==> src/rtl/data_sampler.sv <==
// UART RX oversampling sampler: 3-tap majority vote around mid-bit, one strobe per bit period.
// Latency: rx_in reaches rx_s after 2 clk; sampled_bit/sample_valid register one clk after edge_cnt==mid; no backpressure.
module data_sampler (
    input  logic       clk,
    input  logic       rst,
    input  logic       en,
    input  logic       rx_in,
    input  logic [5:0] prescale,
    output logic       sampled_bit,
    output logic       sample_valid,
    output logic [4:0] edge_cnt,
    output logic [3:0] bit_cnt
);

    logic       rx_meta;
    logic       rx_s;
    logic [5:0] prescale_q;
    logic [5:0] prescale_legal;
    logic       s0;
    logic       s1;

    logic [5:0] edge_ext;
    logic [5:0] last_edge;
    logic [5:0] mid;
    logic [5:0] mid_m1;
    logic [5:0] mid_m2;
    logic       at_last;
    logic       at_s0;
    logic       at_s1;
    logic       at_mid;
    logic       vote;

    // Line idles high, so both stages reset to 1 to avoid a false start bit.
    always_ff @(posedge clk or negedge rst) begin
        if (!rst) begin
            rx_meta <= 1'b1;
            rx_s    <= 1'b1;
        end else begin
            rx_meta <= rx_in;
            rx_s    <= rx_meta;
        end
    end

    always_comb begin
        prescale_legal = 6'd8;
        case (prescale)
            6'd8, 6'd16, 6'd32: prescale_legal = prescale;
            default:            prescale_legal = 6'd8;
        endcase
    end

    // Ratio is frozen for the whole frame; only an idle cycle can pick up a new value.
    always_ff @(posedge clk or negedge rst) begin
        if (!rst) begin
            prescale_q <= 6'd8;
        end else if (!en) begin
            prescale_q <= prescale_legal;
        end
    end

    assign edge_ext  = {1'b0, edge_cnt};
    assign last_edge = prescale_q - 6'd1;
    assign mid       = prescale_q >> 1;
    assign mid_m1    = mid - 6'd1;
    assign mid_m2    = mid - 6'd2;

    assign at_last = (edge_ext == last_edge);
    assign at_s0   = (edge_ext == mid_m2);
    assign at_s1   = (edge_ext == mid_m1);
    assign at_mid  = (edge_ext == mid);

    always_ff @(posedge clk or negedge rst) begin
        if (!rst) begin
            edge_cnt <= 5'd0;
            bit_cnt  <= 4'd0;
        end else if (!en) begin
            edge_cnt <= 5'd0;
            bit_cnt  <= 4'd0;
        end else if (at_last) begin
            edge_cnt <= 5'd0;
            bit_cnt  <= bit_cnt + 4'd1;
        end else begin
            edge_cnt <= edge_cnt + 5'd1;
        end
    end

    // Taps are cleared to the idle level so an aborted bit cannot leak into the next frame.
    always_ff @(posedge clk or negedge rst) begin
        if (!rst) begin
            s0 <= 1'b1;
            s1 <= 1'b1;
        end else if (!en) begin
            s0 <= 1'b1;
            s1 <= 1'b1;
        end else begin
            if (at_s0) begin
                s0 <= rx_s;
            end
            if (at_s1) begin
                s1 <= rx_s;
            end
        end
    end

    assign vote = (s0 & s1) | (s0 & rx_s) | (s1 & rx_s);

    always_ff @(posedge clk or negedge rst) begin
        if (!rst) begin
            sampled_bit  <= 1'b1;
            sample_valid <= 1'b0;
        end else begin
            sample_valid <= en & at_mid;
            if (en && at_mid) begin
                sampled_bit <= vote;
            end
        end
    end

endmodule

==> config.mk <==
export PLATFORM = sky130hd
export DESIGN_NAME = data_sampler
export DESIGN_NICKNAME = d
export VERILOG_FILES = /design/src/rtl/data_sampler.sv
export SDC_FILE = /design/constraint.sdc
export NUM_CORES = 1
export LEC_CHECK = 0
export CAP_MARGIN = 10
export CORE_MARGIN = 2
export CORE_UTILIZATION = 56
export DETAILED_ROUTE_END_ITERATION = 8
export GPL_ROUTABILITY_DRIVEN = 0
export PLACE_DENSITY = 0.88
export SYNTH_ARGS = -nofsm -noshare
export SYNTH_HDL_FRONTEND = slang
export SYNTH_SLANG_ARGS = --single-unit
==> constraint.sdc <==
create_clock -name clk -period 4.5 [get_ports clk]
set_input_delay 1.35 -clock clk [delete_from_list [all_inputs] [get_ports clk]]
set_output_delay 1.35 -clock clk [all_outputs]
set_load 0.01 [all_outputs]
After elaboration in Yosys (flattened, before gate mapping):

Index checks and enable logic that the tools add are counted.

* register bits after elaboration: 21
* bits of input ports: 10
* output and inout bits: 11
* word-level logic and storage cells: 41

* add/subtract/negate cells: 5
* equality and inequality tests: 10
* multiplexer cells: 9
* bitwise gates (word level): 6
* reductions and logical operators: 2

Operators by type and width (number)
* $eq 5x6->1: 3
* $mux 5: 2
* $mux 4: 2
* $eq 6x4->1 const B: 1
* $eq 6x5->1 const B: 1
* $eq 6x6->1 const B: 1
* $mux 6: 1
* $ne 2x1->1 const B: 3
* $sub 5x1->6 const B: 1
* $sub 5x2->6 const B: 1
* $sub 6x1->6 const B: 1
* $add 5x1->5 const B: 1
* $eq 5x5->1: 1
* $add 4x1->4 const B: 1
* $and 1x1->1: 4
* $mux 1: 4
* $reduce_or 3->1: 1
* $or 1x1->1: 2
* $logic_and 1x1->1: 1

Longest topological paths before layout:

* word-level depth: 4
* gate-level depth with buffers: 8
* gate-level depth less buffers: 7

Worst setup path before layout:

OpenSTA, ideal clock, no wires.

* path type: input to register
* start point: in prescale[1]
* end point: reg prescale_q[3]
* setup time: 92 ps
* arrival time: 2132 ps
* required time: 4408 ps
* setup slack: 2276 ps
* cell stages on the path: 3
* buffers on the path: 0
* path through: or4_1 a211oi_1 a21oi_1

* cells in the longest elaborated chain, start to end: 3
* elaborated cells between the ends (all ways): 5
* classes of those cells: eq/ne (3); mux (1); reduce/logical (1)

Ends and longest elaborated chain
* start: declaration: RTL line 8 `input logic [5:0] prescale,`
* $eq 6x4->1, or another cell as far along: RTL line 46 `case (prescale)`
* $reduce_or 3->1 *: RTL line 46
* $mux 6 *: RTL line 46
* end signal: assignment: RTL line 57 `prescale_q <= prescale_legal;`
* end: declaration: RTL line 17 `logic [5:0] prescale_q;`

Mark *: on every way between the ends. The rest lies on a longest branch, timed or not.
A chain may end at the register's enable or synchronous reset.

Worst setup path after layout:

* start point: reg edge_cnt[2]
* end point: out edge_cnt[2]

RTL lines
* start: declaration: RTL line 11 `output logic [4:0] edge_cnt,`
* start signal: assignment: RTL line 83 `edge_cnt <= edge_cnt + 5'd1;`

No word-level cell between the ends.

==> results.yml <==
placed_design:
  place_inst: 177
  portBuffers: 20
  hpwl_um: 2060
synth:
  synth_most_common_cell: "dfrtp_1"
  async_flop_share: 1.00
  synth_largest_area_cell: "dfrtp_1"
  synthTopCellsByArea: "dfrtp_1 29%, dfstp_2 12%, ha_1 6.7%"
  ys.flop_type: "dfrtp_1"
  synthesis.area_um2: 1310
  syn_inst: 134
  yosys.area.top_type_share: 0.287
  ys_ff_latch: 21
  synthDistinctLibCells: 40
  ys_warn_count: 0
  syn_nets: 151
  yosysSeqAreaShare: 0.408
  synth_edf_count: 0
  syn_avg_cell_area_um2: 9.76
  synth_common_cells: "15 x dfrtp_1, 14 x nor2_1, 10 x xor2_1"
critical_path:
  start_kind: "flip-flop"
  required_ns: 3.15
  cp-end-kind: "primary output"
  crit_buf_inv: 1
  path_cells: "clkdlybuf4s50_1"
  cp_max_fo: 10
  critPathSlowestCell: "clkdlybuf4s50_1"
  worstSetupPathType: "flip-flop to primary output"
  cp_top_family: "buffers and inverters"
  cp_data_arrival_time_ns: 1.52
  max_stage_delay_ns: 0.61
power_and_ir_drop:
  ir_worst_vdd_uv: 248
  power.leakage_nw: 0.639
  p_per_area_nw_per_um2: 239
finish:
  area_delta_synth_final_pct: 18.0
  drive_above_1_share: 0.0850
  layout.nets: 171
  antenna_cells: 0
  stdcell_count: 181
  multi_input_comb_area_um2: 714
  register_area_um2: 533
  num-fill-cells: 178
clock_tree:
  worstSkewPairLatency_ns: 0.31
  clkSinkCount: 21
  cts.clk_slew.worst_paths_ns: 0.11
  clockBufferDepth: 2
  cts_root_buf: "clkbuf_4"
  h-tree-depth: 1
  cts_buffers: 3
  cts_hold_buf: 0
  cts_resized: 0
  post_cts_buffers: 0
  cts_tree: "yes"
status:
  status: "finished, final reports clean"
global_route:
  grt_usage: 0.226
  globalRouteOverflowTotal: 0
  grt_pass1_vias: 990
  grt_max_degree: 22
  antenna_found_initial: 0
  grt_pass1_wl_um: 4420
sta:
  skew_ns: 0.00350
  rsz0062_at_grt: "no"
  hold_viol_final: 0
  max_clock_freq_mhz: 348
  worstMarginPinSlew_ns: 0.883
  fin_setup_tns_ns: 0
  fin_crit_sh: 0.639
  relSlewSlack: 0.409
  slew_violations: 0
  fin_crit_ns: 2.87
  finalSetupViolations: 0
job:
  max-cap-violations: 0
detailed_routing:
  viasPerCell: 5.69
  wl_per_cell_um: 14.5
  routed-via-count: 1030
  wl_um: 2630
  drtAntennaViolNets: 0
  drt_first_pass_iters: 4
  drc: 0
  drtIter0Drc: 18
floorplan:
  start_util: 0.591
  core_um2: 2210
  ios: 21
  fp-row-count: 17
  fp.dieH_um: 52.3
  die_w_um: 52.3
  dieArea_um2: 2740
hold_path:
  min_path_type: "flip-flop to flip-flop"
==> per-stage QoR <==
| step | hold slack [ns] | worst slack [ns] | total power [mW] | util | area, um^2 |
|---|---|---|---|---|---|
| after CTS | 0.369 | 1.63 | 0.370 | 0.697 | 1540 |
| after detailed placement | 0.353 | 1.49 | 0.281 | 0.686 | 1520 |
| final | 0.367 | 1.63 | 0.368 | 0.697 | 1540 |
| after global routing | 0.371 | 1.56 | 0.386 | 0.697 | 1540 |
| after floorplan | 0.345 | 2.28 | 0.248 | - | 1310 |
| after global placement | 0.347 | 1.58 | 0.278 | 0.686 | 1520 |
==> cell usage in the layout, fill, tap and decap left out, types with 2 or more instances in the layout <==
cell type / synthesis / routed
nand2_1: 8 / 8
a211oi_1: 2 / 2
nand3b_1: 2 / 2
dfstp_2: 6 / 6
nand3_1: 3 / 3
xnor2_1: 7 / 7
a21boi_0: 3 / 3
nor2b_1: 2 / 2
clkdlybuf4s50_1: 0 / 20
nor2_1: 14 / 14
or4_1: 3 / 3
xor2_1: 10 / 10
o31ai_1: 3 / 3
nand2b_1: 6 / 6
clkbuf_4: 0 / 3
inv_1: 9 / 9
mux2i_1: 3 / 3
o21ai_0: 3 / 3
o211ai_1: 2 / 2
ha_1: 7 / 7
a21oi_1: 4 / 4
dfrtp_1: 15 / 15
==> state kept, by name (all words and copies together), names as in the netlist <==
register,count
prescale_q,6
edge_cnt,5
bit_cnt,4
rx_meta,1
rx_s,1
s0,1
s1,1
sample_valid,1
sampled_bit,1
==> cells by family after synthesis <==
kind of cell,count (synthesis),synth area share
adder cells (fa/ha/maj),8,0.0746
buffers and inverters,14,0.0459
AO/OA/AOI/OAI,24,0.138
flip-flops,21,0.408
AND/OR/NAND/NOR,46,0.189
XOR/XNOR,17,0.114
multiplexers,4,0.0316
==> area by class of cell <==
class,instances,share of cell area
sequential,21,0.345
tap,28,0.0227
clock buffer,4,0.0170
multi-input combinational,99,0.463
inverter,9,0.0219
timing repair buffer,20,0.130
==> power breakdown <==
part / total (mW) / internal [mW] / switching, mW
Sequential: 0.214 / 0.203 / 0.0106
Clock: 0.0913 / 0.0347 / 0.0565
Combinational: 0.0634 / 0.0349 / 0.0286
Total: 0.368 / 0.273 / 0.0957
==> path summary, 6_finish.rpt <==
path	startpoint	end	slack, ns	cells past startpoint
max	edge_cnt[2]$_DFF_PN0_	edge_cnt[2]	1.63	1
min	rx_meta$_DFF_PN1_	rx_s$_DFF_PN1_	0.37	0
max reg2reg	prescale_q[2]$_DFFE_PN0N_	bit_cnt[3]$_DFFE_PN0P_	2.19	7
min reg2reg	rx_meta$_DFF_PN1_	rx_s$_DFF_PN1_	0.37	0
max in group asynchronous	rst	prescale_q[1]$_DFFE_PN0N_	2.44	1
min in group asynchronous	rst	bit_cnt[3]$_DFFE_PN0P_	1.53	1
==> metal layers <==
metal  vias up  track usage  part of all wire
met4         0       0.0855             0.011
met5         -            0                 0
met2        25        0.367              0.50
met1       504        0.299              0.45
met3         2       0.0429             0.038
li1        499            -                 -
Note: power is estimated with default switching activity, not from simulation.
